===== src/rtl/sw_result_uart_tx_if.sv =====
// Result-report port bundle for sw_result_uart_tx: score strobe in, UART line and status out.
interface sw_result_uart_tx_if #(
  parameter int unsigned RESULT_W   = 18,
  parameter int unsigned FIFO_DEPTH = 4
);
  localparam int unsigned CNT_W = $clog2(FIFO_DEPTH) + 1;

  logic                i_valid;
  logic [RESULT_W-1:0] i_result;
  logic                o_txd;
  logic                o_busy;
  logic                o_overflow;
  logic [CNT_W-1:0]    o_fifo_count;

  modport master (
    output i_valid, i_result,
    input  o_txd, o_busy, o_overflow, o_fifo_count
  );

  modport slave (
    input  i_valid, i_result,
    output o_txd, o_busy, o_overflow, o_fifo_count
  );
endinterface


===== src/rtl/sw_result_uart_tx.sv =====
// Buffers Smith-Waterman scores and sends each as uppercase hex + CR LF over UART 8N1.
// Define SW_UART_PARITY_EN to insert an even-parity bit before the stop bit.
module sw_result_uart_tx #(
  parameter int unsigned CLK_FREQ   = 30000000,
  parameter int unsigned BAUD       = 115200,
  parameter int unsigned RESULT_W   = 18,
  parameter int unsigned FIFO_DEPTH = 4
) (
  input logic               clk,
  input logic               rst,
  sw_result_uart_tx_if.slave bus
);

  localparam int unsigned CPB    = CLK_FREQ / BAUD;
  localparam int unsigned BAUD_W = (CPB > 1) ? $clog2(CPB) : 1;
  localparam int unsigned ND     = (RESULT_W + 3) / 4;
  localparam int unsigned HEX_W  = ND * 4;
  localparam int unsigned AW     = $clog2(FIFO_DEPTH);
  localparam int unsigned CNT_W  = AW + 1;
  localparam int unsigned CHAR_W = $clog2(ND + 2);

`ifdef SW_UART_PARITY_EN
  typedef enum logic [2:0] {IDLE, START, DATA, PARITY, STOP} state_t;
`else
  typedef enum logic [1:0] {IDLE, START, DATA, STOP} state_t;
`endif

  state_t              state, state_n;
  logic [BAUD_W-1:0]   baud_cnt, baud_n;
  logic [2:0]          bit_idx, bit_n;
  logic [CHAR_W-1:0]   char_idx, char_n;
  logic [RESULT_W-1:0] word, word_n;
  logic                txd_q, txd_n;
  logic                busy_q;
  logic                overflow_q;
  logic [CNT_W-1:0]    count, count_n;
  logic [AW-1:0]       wr_ptr, rd_ptr;
  logic [RESULT_W-1:0] mem [FIFO_DEPTH];

  logic                pop, push, baud_done;
  logic [HEX_W-1:0]    hex_word;
  logic [3:0]          digit;
  logic [7:0]          cur_char;

  assign baud_done = (baud_cnt == BAUD_W'(CPB - 1));
  assign push      = bus.i_valid && ((count < CNT_W'(FIFO_DEPTH)) || pop);

  // Character currently on the line: hex digit MSD first, then CR, then LF
  always_comb begin
    hex_word = HEX_W'(word);
    digit    = 4'(hex_word >> (4 * (ND - 1 - 32'(char_idx))));
    cur_char = 8'h00;
    if (char_idx == CHAR_W'(ND))          cur_char = 8'h0D;
    else if (char_idx == CHAR_W'(ND + 1)) cur_char = 8'h0A;
    else if (digit < 4'd10)               cur_char = 8'h30 + {4'h0, digit};
    else                                  cur_char = 8'h37 + {4'h0, digit};
  end

  // Next state; txd_n is the line level for the state being entered
  always_comb begin
    state_n = state;
    baud_n  = baud_cnt;
    bit_n   = bit_idx;
    char_n  = char_idx;
    word_n  = word;
    txd_n   = txd_q;
    pop     = 1'b0;
    case (state)
      IDLE: begin
        txd_n = 1'b1;
        if (count != '0) begin
          pop     = 1'b1;
          word_n  = mem[rd_ptr];
          char_n  = '0;
          baud_n  = '0;
          state_n = START;
          txd_n   = 1'b0;
        end
      end
      START: begin
        if (baud_done) begin
          baud_n  = '0;
          bit_n   = '0;
          state_n = DATA;
          txd_n   = cur_char[0];
        end else begin
          baud_n = baud_cnt + BAUD_W'(1);
        end
      end
      DATA: begin
        if (baud_done) begin
          baud_n = '0;
          if (bit_idx == 3'd7) begin
`ifdef SW_UART_PARITY_EN
            state_n = PARITY;
            txd_n   = ^cur_char;
`else
            state_n = STOP;
            txd_n   = 1'b1;
`endif
          end else begin
            bit_n = bit_idx + 3'd1;
            txd_n = cur_char[3'(bit_idx + 3'd1)];
          end
        end else begin
          baud_n = baud_cnt + BAUD_W'(1);
        end
      end
`ifdef SW_UART_PARITY_EN
      PARITY: begin
        if (baud_done) begin
          baud_n  = '0;
          state_n = STOP;
          txd_n   = 1'b1;
        end else begin
          baud_n = baud_cnt + BAUD_W'(1);
        end
      end
`endif
      STOP: begin
        if (baud_done) begin
          baud_n = '0;
          if (char_idx < CHAR_W'(ND + 1)) begin
            char_n  = char_idx + CHAR_W'(1);
            state_n = START;
            txd_n   = 1'b0;
          end else begin
            state_n = IDLE;
            txd_n   = 1'b1;
          end
        end else begin
          baud_n = baud_cnt + BAUD_W'(1);
        end
      end
      default: begin
        state_n = IDLE;
        txd_n   = 1'b1;
      end
    endcase
  end

  always_comb begin
    count_n = count;
    case ({push, pop})
      2'b10:   count_n = count + CNT_W'(1);
      2'b01:   count_n = count - CNT_W'(1);
      default: count_n = count;
    endcase
  end

  always_ff @(posedge clk or posedge rst) begin
    if (rst) begin
      state      <= IDLE;
      baud_cnt   <= '0;
      bit_idx    <= '0;
      char_idx   <= '0;
      word       <= '0;
      txd_q      <= 1'b1;
      busy_q     <= 1'b0;
      overflow_q <= 1'b0;
      count      <= '0;
      wr_ptr     <= '0;
      rd_ptr     <= '0;
    end else begin
      state      <= state_n;
      baud_cnt   <= baud_n;
      bit_idx    <= bit_n;
      char_idx   <= char_n;
      word       <= word_n;
      txd_q      <= txd_n;
      busy_q     <= (state_n != IDLE) || (count_n != '0);
      overflow_q <= overflow_q | (bus.i_valid & ~push);
      count      <= count_n;
      if (push) wr_ptr <= wr_ptr + AW'(1);
      if (pop)  rd_ptr <= rd_ptr + AW'(1);
    end
  end

  // Storage needs no reset; occupancy is tracked by the pointers and count
  always_ff @(posedge clk) begin
    if (push) mem[wr_ptr] <= bus.i_result;
  end

  assign bus.o_txd        = txd_q;
  assign bus.o_busy       = busy_q;
  assign bus.o_overflow   = overflow_q;
  assign bus.o_fifo_count = count;

endmodule


===== src/flat_wrapper.sv =====
// flat-port wrapper written by rule: the top's interface ports become plain ports
module sw_result_uart_tx_flat 
#(
  parameter int unsigned CLK_FREQ   = 30000000,
  parameter int unsigned BAUD       = 115200,
  parameter int unsigned RESULT_W   = 18,
  parameter int unsigned FIFO_DEPTH = 4
)
  (clk, rst, bus_i_valid, bus_i_result, bus_o_txd, bus_o_busy, bus_o_overflow, bus_o_fifo_count);
  sw_result_uart_tx_if #(.RESULT_W(RESULT_W), .FIFO_DEPTH(FIFO_DEPTH)) bus_i ();
  input logic clk;
  input logic rst;
  input wire logic [$bits(bus_i.i_valid)-1:0] bus_i_valid;
  input wire logic [$bits(bus_i.i_result)-1:0] bus_i_result;
  output wire logic [$bits(bus_i.o_txd)-1:0] bus_o_txd;
  output wire logic [$bits(bus_i.o_busy)-1:0] bus_o_busy;
  output wire logic [$bits(bus_i.o_overflow)-1:0] bus_o_overflow;
  output wire logic [$bits(bus_i.o_fifo_count)-1:0] bus_o_fifo_count;
  assign bus_i.i_valid = bus_i_valid;
  assign bus_i.i_result = bus_i_result;
  assign bus_o_txd = bus_i.o_txd;
  assign bus_o_busy = bus_i.o_busy;
  assign bus_o_overflow = bus_i.o_overflow;
  assign bus_o_fifo_count = bus_i.o_fifo_count;
  sw_result_uart_tx #(.CLK_FREQ(CLK_FREQ), .BAUD(BAUD), .RESULT_W(RESULT_W), .FIFO_DEPTH(FIFO_DEPTH)) u_core (.clk(clk), .rst(rst), .bus(bus_i));
endmodule

===== config.mk =====
export PLATFORM = sky130hd
export DESIGN_NAME = sw_result_uart_tx_flat
export DESIGN_NICKNAME = d
export VERILOG_FILES = /design/src/rtl/sw_result_uart_tx_if.sv /design/src/rtl/sw_result_uart_tx.sv /design/src/flat_wrapper.sv
export SDC_FILE = /design/constraint.sdc
export NUM_CORES = 1
export LEC_CHECK = 0
export CORE_MARGIN = 2
export CORE_UTILIZATION = 54
export DETAILED_ROUTE_END_ITERATION = 8
export GPL_TIMING_DRIVEN = 1
export PLACE_DENSITY = 0.76
export RECOVER_POWER = 100
export SYNTH_ARGS = -nofsm -noshare
export SYNTH_HDL_FRONTEND = slang
export SYNTH_SLANG_ARGS = --single-unit

===== constraint.sdc =====
create_clock -name clk -period 3.05 [get_ports clk]
set_input_delay 0.915 -clock clk [delete_from_list [all_inputs] [get_ports clk]]
set_output_delay 0.915 -clock clk [all_outputs]
set_load 0.05 [all_outputs]

==> After elaboration in Yosys (flattened, before gate mapping) <==
Memories as Yosys holds them, arrays and structs flattened. A register that Yosys moved wholly into a read port is not among the register bits.
Index checks and enable logic that the tools add are counted.
Widths: inputs -> output; s select.
{ "word_totals": {"elab_cells": 93, "ram_bits": 72, "register_bits": 27, "out_inout_bits": 6, "in_bits": 21, "mem_count": 1} }
{ "classes": {"order_cmp": 4, "eq_ne": 15, "bitwise_logic": 3, "n_shift": 1, "mux": 35, "add_sub_neg": 10, "n_reduce_logical": 14} }
{ "memory_table": {"columns": ["name", "words", "word_bits", "read_ports", "rd_ports_with_merged_regs", "wr", "line", "text"], "rows": [
  ["u_core.mem", 4, 18, 1, 1, 1, "sw_result_uart_tx.sv:38", "logic [RESULT_W-1:0] mem [FIFO_DEPTH];"]
]} }
{ "op_table": {"columns": ["operator", "count"], "rows": [
  ["$shr 18x32->4", 1],
  ["$mux 8", 3],
  ["$mux 3", 6],
  ["$mux 9", 2],
  ["$pmux 3 s2", 3],
  ["$pmux 9 s2", 1],
  ["$add 6x4->7 const A", 2],
  ["$mux 1", 12],
  ["$mux 2", 5],
  ["$ne 2x1->1 const B", 5],
  ["$add 3x1->3 const B", 3],
  ["$add 9x1->9 const B", 1],
  ["$eq 3x3->1 const B", 3],
  ["$eq 9x9->1 const B", 1],
  ["$pmux 2 s4", 1],
  ["$reduce_and 4->1", 2],
  ["$eq 2x2->1 const B", 3],
  ["$lt 3x3->1 const B", 2],
  ["$reduce_bool 2->1", 3],
  ["$reduce_bool 3->1", 2],
  ["$add 2x1->2 const B", 2],
  ["$eq 2x1->1 const B", 2],
  ["$lt 3x4->1 const B", 1],
  ["$lt 4x4->1 const B", 1],
  ["14 further kinds", 15]
]} }

==> Depth between registers and ports, before layout <==
Gate-level depths: netlist of run 1.
{ "depth": {"word_depth": 11, "ltp_mapped": 13, "ltp_nobuf": 12} }

==> Least setup slack after synthesis of run 1 <==
Ideal clock, no wire load.
{ "synth_timing": {"kind": "register to register", "startpoint": "register u_core.count[2], in the netlist u_core.bus.o_fifo_count[2]", "endpoint": "register u_core.busy_q, in the netlist u_core.bus.o_busy", "required_time_ns": 2.919, "setup_slack_ns": -0.137, "setup_time_ns": 0.131, "synth_period_minus_slack_ns": 3.187, "n_path_buf": 1, "arrival_time_ns": 3.056, "stages_incl_launch_ff": 13, "path_cell_list": "dfrtp_1 nor3_1 or2b_2 inv_1 clkbuf_1 ha_1 inv_1 fa_1 xor2_1 nor2_1 xor2_1 or3_1 or3_1"} }
{ "synth_via": {"elab_chain_cells": 9, "elab_cells_between_ends": 16, "classes_between": "2 x add/sub; 1 x order compare; 2 x eq/ne; 5 x mux; 6 x reduce/logical"} }
{ "synth_rtl": {"columns": ["item", "line", "text"], "rows": [
  ["start, declared", "sw_result_uart_tx.sv:36", "logic [CNT_W-1:0] count, count_n;"],
  ["start signal, assigned", "sw_result_uart_tx.sv:173", "count <= count_n;"],
  ["$reduce_bool 3->1 *", "sw_result_uart_tx.sv:71", "if (count != '0) begin"],
  ["$mux 1 *", "sw_result_uart_tx.sv:71", null],
  ["$mux 1 *", "sw_result_uart_tx.sv:68", "case (state)"],
  ["named net u_core.pop", "sw_result_uart_tx.sv:40", "logic pop, push, baud_done;"],
  ["$logic_or 1x1->1", "sw_result_uart_tx.sv:46", "assign push = bus.i_valid && ((count < CNT_W'(FIFO_DEPTH)) || pop);"],
  ["$logic_and 1x1->1", "sw_result_uart_tx.sv:46", null],
  ["$eq 2x1->1 or $eq 2x2->1 (tied branches)", "sw_result_uart_tx.sv:144", "case ({push, pop})"],
  ["$pmux 3 s2 *", "sw_result_uart_tx.sv:144", null],
  ["named net u_core.count_n[2]", "sw_result_uart_tx.sv:36", null],
  ["$reduce_bool 3->1 *", "sw_result_uart_tx.sv:171", "busy_q <= (state_n != IDLE) || (count_n != '0);"],
  ["$logic_or 1x1->1 *", "sw_result_uart_tx.sv:171", null],
  ["end signal, assigned", "sw_result_uart_tx.sv:171", null],
  ["end, declared", "sw_result_uart_tx.sv:34", "logic busy_q;"]
]} }
Mark *: on every way through the listed nets, which the timed path passes. The rest lies on a longest branch.
A chain may end at the register's enable or synchronous reset.

==> Worst setup path after layout of run 1 <==
{ "layout_timing": {"startpoint": "register u_core.txd_q, in the netlist u_core.bus.o_txd", "endpoint": "output bus_o_txd"} }
{ "layout_lines": {"columns": ["item", "line", "text"], "rows": [
  ["start, declared", "sw_result_uart_tx.sv:33", "logic txd_q, txd_n;"],
  ["start signal, assigned", "sw_result_uart_tx.sv:170", "txd_q <= txd_n;"],
  ["end, declared", "flat_wrapper.sv:15", "output wire logic [$bits(bus_i.o_txd)-1:0] bus_o_txd;"]
]} }
No word-level cell between the ends.

==> impl_metrics.env, run 1 <==
export IMPL_vias=3182
export IMPL_relSlewSlack_pct=11.1
export IMPL_fp_row_count=35
export IMPL_synth_most_common_cell="nand2_1"
export IMPL_io_pins=27
export IMPL_synthFlopType="edfxtp_1"
export IMPL_reg2reg_to="u_core.bus.o_txd$_DFFE_PP1P_"
export IMPL_p_leak_uw=0.00234
export IMPL_worstHoldPathType="reg -> reg"
export IMPL_place_gp_congestion=0.803
export IMPL_synthTopCellsByCount="81 x nand2_1, 72 x edfxtp_1, 44 x dfrtp_1, 23 x o21ai_0, 20 x mux4_2"
export IMPL_critPathLaunchType="flop"
export IMPL_critPathMaxStageDelay_ps=870
export IMPL_dp_cells=536
export IMPL_critical_path_top_delay_family="buffers and inverters"
export IMPL_power_uw=4290
export IMPL_fin_cells=568
export IMPL_combPwrFrac_pct=10.5
export IMPL_reg2reg_setup_slack_ps=270
export IMPL_syn_cell_area_mm2=0.00523
export IMPL_holdCritStartpoint="u_core.bus.o_overflow$_DFF_PP0_"
export IMPL_port_buffers=26
export IMPL_fin_crit_ps=2820
export IMPL_irDropWorstVdd_v=0.000684
export IMPL_grt_usage_pct=21.3
export IMPL_synth_edff_count=72
export IMPL_async_reset_ff_share_pct=38.5
export IMPL_antennaDiodeCount=0
export IMPL_vias_per_cell=5.60
export IMPL_start_util_pct=56.0
export IMPL_drc=0
export IMPL_cp_max_fo=2
export IMPL_nets=461
export IMPL_area_growth_pct=18.4
export IMPL_cts_sinks=117
export IMPL_critPathKind="reg -> out"
export IMPL_cts_tree="yes"
export IMPL_pwr_share_clk_pct=44.1
export IMPL_wl_per_cell_um=17.3
export IMPL_syn_nets=417
export IMPL_fp_dieH_um=102
export IMPL_hold_path_end="u_core.bus.o_overflow$_DFF_PP0_"
export IMPL_htreeDepth=4
export IMPL_dieArea_mm2=0.0105
export IMPL_synth_area_leaders="edfxtp_1 41%, dfrtp_1 21%, mux4_2 8.6%"
export IMPL_antenna_left=0
export IMPL_clock_path_buffers=2
export IMPL_maxSlewViolCount=0
export IMPL_postCtsHoldBufs=0
export IMPL_clk_latency_ps=510
export IMPL_drtIter0Drc=194
export IMPL_seq_area_frac_synth_pct=62.9
export IMPL_antenna_found_initial=0
export IMPL_power_density_mw_per_mm2=694
export IMPL_dr_pass1_iters=4
export IMPL_yosysTopAreaCell="edfxtp_1"
export IMPL_power_switching_share_pct=25.2
export IMPL_cts_resized=0
export IMPL_synth_distinct_cells=53
export IMPL_post_cts_setup_buffers=0
export IMPL_dieWidth_um=102
export IMPL_switchingPower_uw=1080
export IMPL_critPathRequiredTime_ps=2130
export IMPL_clock_skew_final_ps=7.50
export IMPL_cts_root_buf="clkbuf_8"
export IMPL_overflow=0
export IMPL_hold_violations=0
export IMPL_clk_pin_slew_ps=60
export IMPL_tightest_slew_ps=1330
export IMPL_cp_num_buf_inv=1
export IMPL_pwr_share_seq_pct=45.4
export IMPL_numCtsBuffers=17
export IMPL_crit_chain="dlygate4sd3_1"
export IMPL_r2r_start="u_core.char_idx[1]$_DFFE_PP0P_"
export IMPL_grt_pass1_vias=3227
export IMPL_reg2reg_depth=12
export IMPL_yosysTopAreaCellShare_pct=41.4
export IMPL_p_int_uw=3210
export IMPL_syn_avg_cell_area_um2=13.7
export IMPL_yosysWarnings=0
export IMPL_grt_pass1_wl_mm=16.3
export IMPL_max_freq_ghz=0.355
export IMPL_crit_arrival_ps=1900
export IMPL_outcome="finished, final reports clean"
export IMPL_holdPathStages=1
export IMPL_design_core_area_mm2=0.00933
export IMPL_rsz0062_at_grt="no"
export IMPL_dp_hpwl_mm=6.16
export IMPL_min_period_over_period_pct=92.4
export IMPL_synthCells=382
export IMPL_setup_viol=0
export IMPL_cp_depth=1
export IMPL_ys_seq_elements=117
export IMPL_crit_path_end_kind="output pin"
export IMPL_cp_slowest_cell="dlygate4sd3_1"
export IMPL_cap_violations=0
export IMPL_routed_wl_mm=9.84
export IMPL_layout_drive_gt1_share_pct=15.5
export IMPL_grt_max_degree=25
-- kinds of logic (layout without fill, tap and decap cells) --
family,count (synthesis),after routing,synth area share (%)
and+or+nand+nor,130,130,11.5
DFF,117,117,62.9
AOI/OAI and AO/OA,53,53,6.68
buffers and inverters,31,88,3.09
muxes,28,28,10.8
adders and majority gates,14,14,3.50
xor gates and xnor gates,9,9,1.51
-- worst register-to-register path, delay by kind of cell, from the launching register on --
kind	cells	cell delay (ps)
simple gates	3	660
fa+ha+maj	2	630
compound gates	4	570
flops	1	520
buf+inv	2	180
mux	1	140
-- power groups by stage --
stage / logic (uW) / clock network [uW] / registers [uW]
2_1_floorplan: 229 / 0 / 2030
3_3_place_gp: 464 / 0 / 1960
3_5_place_dp: 481 / 0 / 1970
4_1_cts: 486 / 1930 / 1950
5_1_grt: 499 / 2010 / 1960
6_report: 450 / 1890 / 1950
-- layout make-up --
cell class,count,area [um2]
fill,672,3140
sequential,117,3290
clock buffer,18,418
timing repair buffer,41,339
tap,129,161
inverter,15,56.3
clock inverter,14,151
multi-input combinational,234,1770
-- layer usage --
metal | GRT usage (%) | vias to the layer above | wire length [um]
met5 | 0 | - | 0
met4 | 5.85 | 0 | 121
met3 | 6.70 | 10 | 502
met2 | 35.7 | 87 | 5060
met1 | 27.0 | 1587 | 4160
li1 | - | 1498 | -
-- through the flow --
stage                     TNS (ps)  setup WS (ps)  utilization (%)  instance area, um2  hold WS [ps]
after detailed placement      -167           -167             60.8                5670           460
after global placement        -120           -120             60.8                5670           457
after CTS                        0            268             66.9                6240           476
final                            0            232             66.3                6190           469
after global routing             0           71.6             66.3                6190           493
after floorplan                  0           36.1                -                5230           437
-- worst max-delay path by stage --
stage                                                     from                     endpoint
after floorplan           u_core.bus.o_fifo_count[0]$_DFF_PP0_  u_core.bus.o_busy$_DFF_PP0_
after global placement                             bus_i_valid  u_core.bus.o_busy$_DFF_PP0_
after detailed placement                           bus_i_valid  u_core.bus.o_busy$_DFF_PP0_
after CTS                         u_core.bus.o_txd$_DFFE_PP1P_                    bus_o_txd
after global routing                 u_core.state[1]$_DFF_PP0_  u_core.bus.o_busy$_DFF_PP0_
final                             u_core.bus.o_txd$_DFFE_PP1P_                    bus_o_txd
-- layout by cell type, fill, tap and decap left out, drive strengths merged, types with 3 or more instances in the layout --
master,count
a21oi,7
and3,8
buf,6
clkbuf,27
clkinv,6
clkinvlp,4
dfrtp,44
dlygate4sd3,25
edfxtp,72
ha,13
inv,17
mux2i,6
mux4,22
nand2,81
nand3,5
nor2,10
nor2b,3
nor3,3
nor3b,3
o21ai,24
or2,3
xnor2,5
xor2,4
-- sequential cells by signal (all words and copies together) (netlist names) --
signal and count:
u_core.rd_ptr 2, u_core.wr_ptr 2, u_core.bus.o_txd 1, u_core.bus.o_overflow 1, u_core.state 2, u_core.bus.o_fifo_count 3
u_core.word 18, u_core.mem 72, u_core.bit_idx 3, u_core.char_idx 3, u_core.bus.o_busy 1, u_core.baud_cnt 9
(Power assumes the default switching activity.)
==> run 2: changes to the inputs <==
--- a/config.mk
+++ b/config.mk
@@ -5,7 +5,6 @@
 export SDC_FILE = /design/constraint.sdc
 export NUM_CORES = 1
 export LEC_CHECK = 0
-export CORE_MARGIN = 2
 export CORE_UTILIZATION = 54
 export DETAILED_ROUTE_END_ITERATION = 8
 export GPL_TIMING_DRIVEN = 1
==> constraint.sdc (replaced) <==
create_clock -name clk -period 2.45 [get_ports clk]
set_input_delay 0.735 -clock clk [delete_from_list [all_inputs] [get_ports clk]]
set_output_delay 0.735 -clock clk [all_outputs]
set_load 0.05 [all_outputs]
==> run 2 against run 1 <==
Compared with the run above:
- critical path depth is 10 higher
- worst setup slack worse by 280 ps
- critical path type is now in -> reg
- global-route usage increased by 1.9 points
- utilization rose by 2.5 points
- highest routed layer unchanged
- the run now ends with setup timing left
- register-to-register slack lost 310 ps
==> impl_metrics.env, run 2 (synthesis gave the netlist of run 1 again) <==
export IMPL_cts_root_buf="clkbuf_8"
export IMPL_critPathLaunchType="primary input"
export IMPL_clk_latency_ps=520
export IMPL_nets=474
export IMPL_max_freq_ghz=0.400
export IMPL_worstHoldPathType="reg -> reg"
export IMPL_power_density_mw_per_mm2=824
export IMPL_crit_path_end_kind="flop"
export IMPL_relSlewSlack_pct=10.4
export IMPL_antenna_found_initial=0
export IMPL_reg2reg_depth=11
export IMPL_clock_path_buffers=2
export IMPL_largest_reg_flops=72
export IMPL_met3_usage_pct=6.55
export IMPL_grt_pass1_vias=3378
export IMPL_tightest_slew_ps=1340
export IMPL_dieWidth_um=100
export IMPL_dpl_cell_area_mm2=0.00584
export IMPL_top_usage_layer="met2"
export IMPL_seqCellArea_mm2=0.00329
export IMPL_setup_tns_ps=-50.2
export IMPL_outcome="finished, violations left"
export IMPL_reg2reg_setup_slack_ps=-40
export IMPL_layout_drive_gt1_share_pct=24.1
export IMPL_maxSlewViolCount=0
export IMPL_place_gp_congestion=0.824
export IMPL_crit_arrival_ps=2900
export IMPL_fp_dieH_um=100
export IMPL_port_buffers=26
export IMPL_failed_checks="setup timing"
export IMPL_holdPathStages=2
export IMPL_fp_row_count=35
export IMPL_overflow=0
export IMPL_multi_input_area_mm2=0.00186
export IMPL_setup_viol=1
export IMPL_antenna_left=0
export IMPL_clock_skew_final_ps=10.2
export IMPL_grt_pass1_wl_mm=17.0
export IMPL_clk_pin_slew_ps=50
export IMPL_r2r_start="u_core.state[1]$_DFF_PP0_"
export IMPL_grt_max_degree=26
export IMPL_final_cell_mix="79 x nand2_1, 72 x edfxtp_1, 41 x dfrtp_1, 23 x buf_4, 22 x o21ai_0"
export IMPL_drc=0
export IMPL_htreeDepth=4
export IMPL_design_core_area_mm2=0.00933
export IMPL_critPathRequiredTime_ps=2840
export IMPL_reg2reg_to="u_core.bus.o_busy$_DFF_PP0_"
export IMPL_rsz0062_at_grt="yes"
export IMPL_grt_use_met1_pct=27.3
export IMPL_grt_usage_pct=23.1
export IMPL_cp_max_fo=2
export IMPL_final_area_mm2=0.00642
export IMPL_critPathKind="in -> reg"
export IMPL_numCtsBuffers=17
export IMPL_area_growth_pct=22.9
export IMPL_fin_crit_ps=2500
export IMPL_vias_per_cell=5.54
export IMPL_fin_ws_ps=-50.2
export IMPL_hold_violations=0
export IMPL_cts_tree="yes"
export IMPL_vias=3218
export IMPL_start_util_pct=56.0
export IMPL_irDropWorstVdd_v=0.000587
export IMPL_io_pins=27
export IMPL_cap_violations=0
export IMPL_reg_largest_list="u_core.mem x72, u_core.word x18, u_core.baud_cnt x9"
export IMPL_cts_sinks=117
export IMPL_final_common_cell="nand2_1"
export IMPL_grtUsageMet2_pct=40.1
export IMPL_postCtsHoldBufs=0
export IMPL_wl_per_cell_um=17.7
export IMPL_dr_pass1_iters=5
export IMPL_routed_wl_mm=10.3
export IMPL_p_leak_uw=0.00245
export IMPL_min_period_over_period_pct=102
export IMPL_hold_path_end="u_core.word[8]$_DFFE_PP0P_"
export IMPL_dp_hpwl_mm=6.41
export IMPL_fillers=645
export IMPL_dieArea_mm2=0.0101
export IMPL_hold_slack_ps=484
export IMPL_top_register="u_core.mem"
export IMPL_holdCritStartpoint="u_core.word[8]$_DFFE_PP0P_"
export IMPL_antennaDiodeCount=0
export IMPL_drtIter0Drc=185
run 2: stage by stage:
| stage | setup WS, ps | cells | power (uW) | utilization (%) |
|---|---|---|---|---|
| 2_1_floorplan | -217 | 382 | 2820 | - |
| 6_report | -50.2 | 581 | 5290 | 68.9 |
| 4_1_cts | -70.4 | 579 | 5350 | 68.5 |
| 3_5_place_dp | -642 | 547 | 3140 | 62.6 |
| 3_3_place_gp | -510 | 547 | 3090 | 62.6 |
| 5_1_grt | -146 | 581 | 5490 | 68.9 |
run 2: what timing repair did:
item                       in CTS  in global routing
setup endpoints to repair       5                  3
gates resized for setup         7                 16
setup buffers                   0                  2
pin swaps                       0                  2
run 2: routing by layer:
| layer | wire, um | up-vias |
|---|---|---|
| met4 | 133 | 0 |
| met1 | 4430 | 1637 |
| met2 | 5410 | 54 |
| met3 | 332 | 12 |
| met5 | 0 | - |
| li1 | - | 1515 |
run 2: layout make-up:
type                       instances  area share, %
clock buffer                      20           6.62
tap                              129           2.51
sequential                       117           51.3
timing repair buffer              54           7.93
clock inverter                    12           1.71
inverter                          15          0.916
multi-input combinational        234           29.0
run 2: worst max-delay path by stage:
stage / endpoint / startpoint / slack (ps)
floorplan: u_core.bus.o_busy$_DFF_PP0_ / u_core.bus.o_fifo_count[2]$_DFF_PP0_ / -220
global placement: u_core.bus.o_busy$_DFF_PP0_ / bus_i_valid / -510
detailed placement: u_core.bus.o_busy$_DFF_PP0_ / bus_i_valid / -640
CTS: u_core.bus.o_busy$_DFF_PP0_ / bus_i_valid / -70
global route: u_core.bus.o_busy$_DFF_PP0_ / u_core.state[1]$_DFF_PP0_ / -150
finish: u_core.bus.o_busy$_DFF_PP0_ / bus_i_valid / -50
run 2: worst max-delay path: stages:
cell and delay [ps]:
clkdlybuf4s50_1 430, and2_4 160, inv_2 60, ha_4 130
inv_2 30, fa_2 320, xor2_1 160, nor2_1 130
xor2_1 110, or3_1 310, or3_1 300
run 2: where the power goes:
part           leakage (uW)  total, uW  switching [uW]  internal, uW
sequential          0.00119       2430            89.2          2340
clock              0.000251       2210             873          1340
combinational       0.00101        650             385           265
total               0.00245       5290            1350          3950
==> run 3: changes to the inputs <==
--- a/config.mk
+++ b/config.mk
@@ -7,7 +7,7 @@
 export LEC_CHECK = 0
 export CORE_UTILIZATION = 54
 export DETAILED_ROUTE_END_ITERATION = 8
-export GPL_TIMING_DRIVEN = 1
+export GPL_TIMING_DRIVEN = 0
 export PLACE_DENSITY = 0.76
 export RECOVER_POWER = 100
 export SYNTH_ARGS = -nofsm -noshare
==> constraint.sdc (replaced) <==
create_clock -name clk -period 2.45 [get_ports clk]
set_input_delay 0.735 -clock clk [delete_from_list [all_inputs] [get_ports clk]]
set_output_delay 0.735 -clock clk [all_outputs]
set_load 0.005 [all_outputs]
==> run 3 against run 2 <==
Compared with the run above:
- the run still ends with setup timing left
- wire length down 1.9%
- via count increased by 1.6%
- worst setup slack got worse by 130 ps
- first-iteration DRC count down 3.8%
- cell area up 1.2%
- non-clock buffer count rose by 5
- clock skew is 1.6 ps lower
- critical path depth increased by 1
- die area did not move
- sequential cell count stayed put
- clock power is 9% higher
- worst hold slack worse by 22 ps
- critical path type is now reg -> reg
==> impl_metrics.env, run 3 (synthesis gave the netlist of run 1 again) <==
export IMPL_clock_path_buffers=2
export IMPL_hold_slack_ps=461
export IMPL_design_core_area_mm2=0.00933
export IMPL_worstHoldPathType="reg -> reg"
export IMPL_port_buffers=26
export IMPL_critPathRequiredTime_ps=2830
export IMPL_dp_hpwl_mm=6.29
export IMPL_failed_checks="setup timing"
export IMPL_clock_skew_final_ps=8.57
export IMPL_r2r_start="u_core.state[1]$_DFF_PP0_"
export IMPL_critPathLaunchType="flop"
export IMPL_dieArea_mm2=0.0101
export IMPL_power_density_mw_per_mm2=816
export IMPL_cts_sinks=117
export IMPL_fp_row_count=35
export IMPL_switchingPower_uw=1270
export IMPL_io_pins=27
export IMPL_final_cell_mix="79 x nand2_1, 72 x edfxtp_1, 43 x dfrtp_1, 22 x o21ai_0, 21 x mux4_2"
export IMPL_cap_violations=0
export IMPL_wl_per_cell_um=17.3
export IMPL_place_gp_congestion=0.795
export IMPL_max_freq_ghz=0.381
export IMPL_top_register="u_core.mem"
export IMPL_area_growth_pct=24.4
export IMPL_start_util_pct=56.0
export IMPL_routed_wl_mm=10.1
export IMPL_pwr_share_clk_pct=45.2
export IMPL_nets=479
export IMPL_dieWidth_um=100
export IMPL_grt_max_degree=43
export IMPL_antenna_found_initial=0
export IMPL_hold_violations=0
export IMPL_numCtsBuffers=17
export IMPL_antenna_left=0
export IMPL_crit_arrival_ps=3010
export IMPL_layout_drive_gt1_share_pct=24.5
export IMPL_grt_pass1_vias=3337
export IMPL_tightest_slew_ps=1030
export IMPL_drc=0
export IMPL_p_leak_uw=0.00249
export IMPL_vias_per_cell=5.58
export IMPL_dr_pass1_iters=4
export IMPL_cp_max_fo=4
export IMPL_setup_tns_ps=-177
export IMPL_cts_tree="yes"
export IMPL_fp_dieH_um=100
export IMPL_antennaDiodeCount=0
export IMPL_htreeDepth=4
export IMPL_min_period_over_period_pct=107
export IMPL_clk_pin_slew_ps=60
export IMPL_clk_latency_ps=510
export IMPL_reg_largest_list="u_core.mem x72, u_core.word x18, u_core.baud_cnt x9"
export IMPL_pwr_share_seq_pct=45.5
export IMPL_irDropWorstVdd_v=0.000631
export IMPL_critPathKind="reg -> reg"
export IMPL_largest_reg_flops=72
export IMPL_fin_crit_ps=2630
export IMPL_reg2reg_setup_slack_ps=-180
export IMPL_crit_path_start="u_core.state[1]$_DFF_PP0_"
export IMPL_rsz0062_at_grt="yes"
export IMPL_grt_usage_pct=22.0
export IMPL_final_common_cell="nand2_1"
export IMPL_drtIter0Drc=178
export IMPL_outcome="finished, violations left"
export IMPL_maxSlewViolCount=0
export IMPL_fin_ws_ps=-177
export IMPL_vias=3269
export IMPL_p_int_uw=4040
export IMPL_combPwrFrac_pct=9.3
export IMPL_relSlewSlack_pct=31.6
export IMPL_overflow=0
export IMPL_grt_pass1_wl_mm=16.4
export IMPL_cts_root_buf="clkbuf_8"
export IMPL_crit_path_end_kind="flop"
export IMPL_power_switching_share_pct=23.9
export IMPL_holdCritStartpoint="u_core.bus.o_overflow$_DFF_PP0_"
export IMPL_setup_viol=1
==> run 3: path summary, 6_finish.rpt <==
kind                                                   end  cells after the start
setup reg to reg               u_core.bus.o_busy$_DFF_PP0_                     12
max in group asynchronous        u_core.state[0]$_DFF_PP0_                      3
hold / removal             u_core.bus.o_overflow$_DFF_PP0_                      1
hold reg to reg            u_core.bus.o_overflow$_DFF_PP0_                      1
min in group asynchronous     u_core.wr_ptr[0]$_DFFE_PP0P_                      2
setup / recovery               u_core.bus.o_busy$_DFF_PP0_                     12
==> run 3: worst max-delay path: stages, from the launching register on <==
cell     delay [ps]
dfrtp_1         410
nor2_4          120
or2b_4          300
inv_4            80
buf_8           100
ha_4            120
inv_2            30
fa_2            330
xor2_1          130
nor2_1           60
xor2_1          140
or3_1           320
or3_1           330
==> run 3: final cells by class <==
class	instances	area (um2)
well taps	129	161
inverters	15	58.8
repair buffers	43	398
flip-flops and latches	117	3290
clock inverters	14	150
plain buffers	16	128
clock buffers	18	428
multi-input cells	234	1890
fillers	606	2830
==> run 3: metrics by stage <==
step	power, uW	instance area (um2)	util (%)	setup slack [ps]	instances
after floorplan	2720	5270	-	-187	382
after global placement	2900	5690	61.0	-705	537
after detailed placement	2940	5710	61.3	-741	538
after CTS	5360	6420	68.9	-193	580
after global routing	5500	6500	69.7	-267	586
final	5310	6500	69.7	-177	586
==> run 3: timing repair <==
item,in CTS,in global routing
gates cloned,0,0
setup endpoints to repair,2,2
pin swaps,5,4
buffers inserted,10,6
hold buffers,0,0
resized for setup,14,16
==> run 3: power by group through the flow <==
| stage | clock network [uW] | logic (uW) | registers, uW |
|---|---|---|---|
| CTS | 2430 | 516 | 2420 |
| global placement | 0 | 463 | 2440 |
| detailed placement | 0 | 485 | 2460 |
| global route | 2520 | 550 | 2430 |
| finish | 2400 | 495 | 2410 |
| floorplan | 0 | 295 | 2430 |
==> run 3: routing by layer <==
metal,GRT usage (%),up-vias,wire [um]
met1,26.4,1648,4350
met3,5.78,22,313
met5,0,-,0
met2,38.0,77,5220
li1,-,1522,-
met4,9.03,0,228
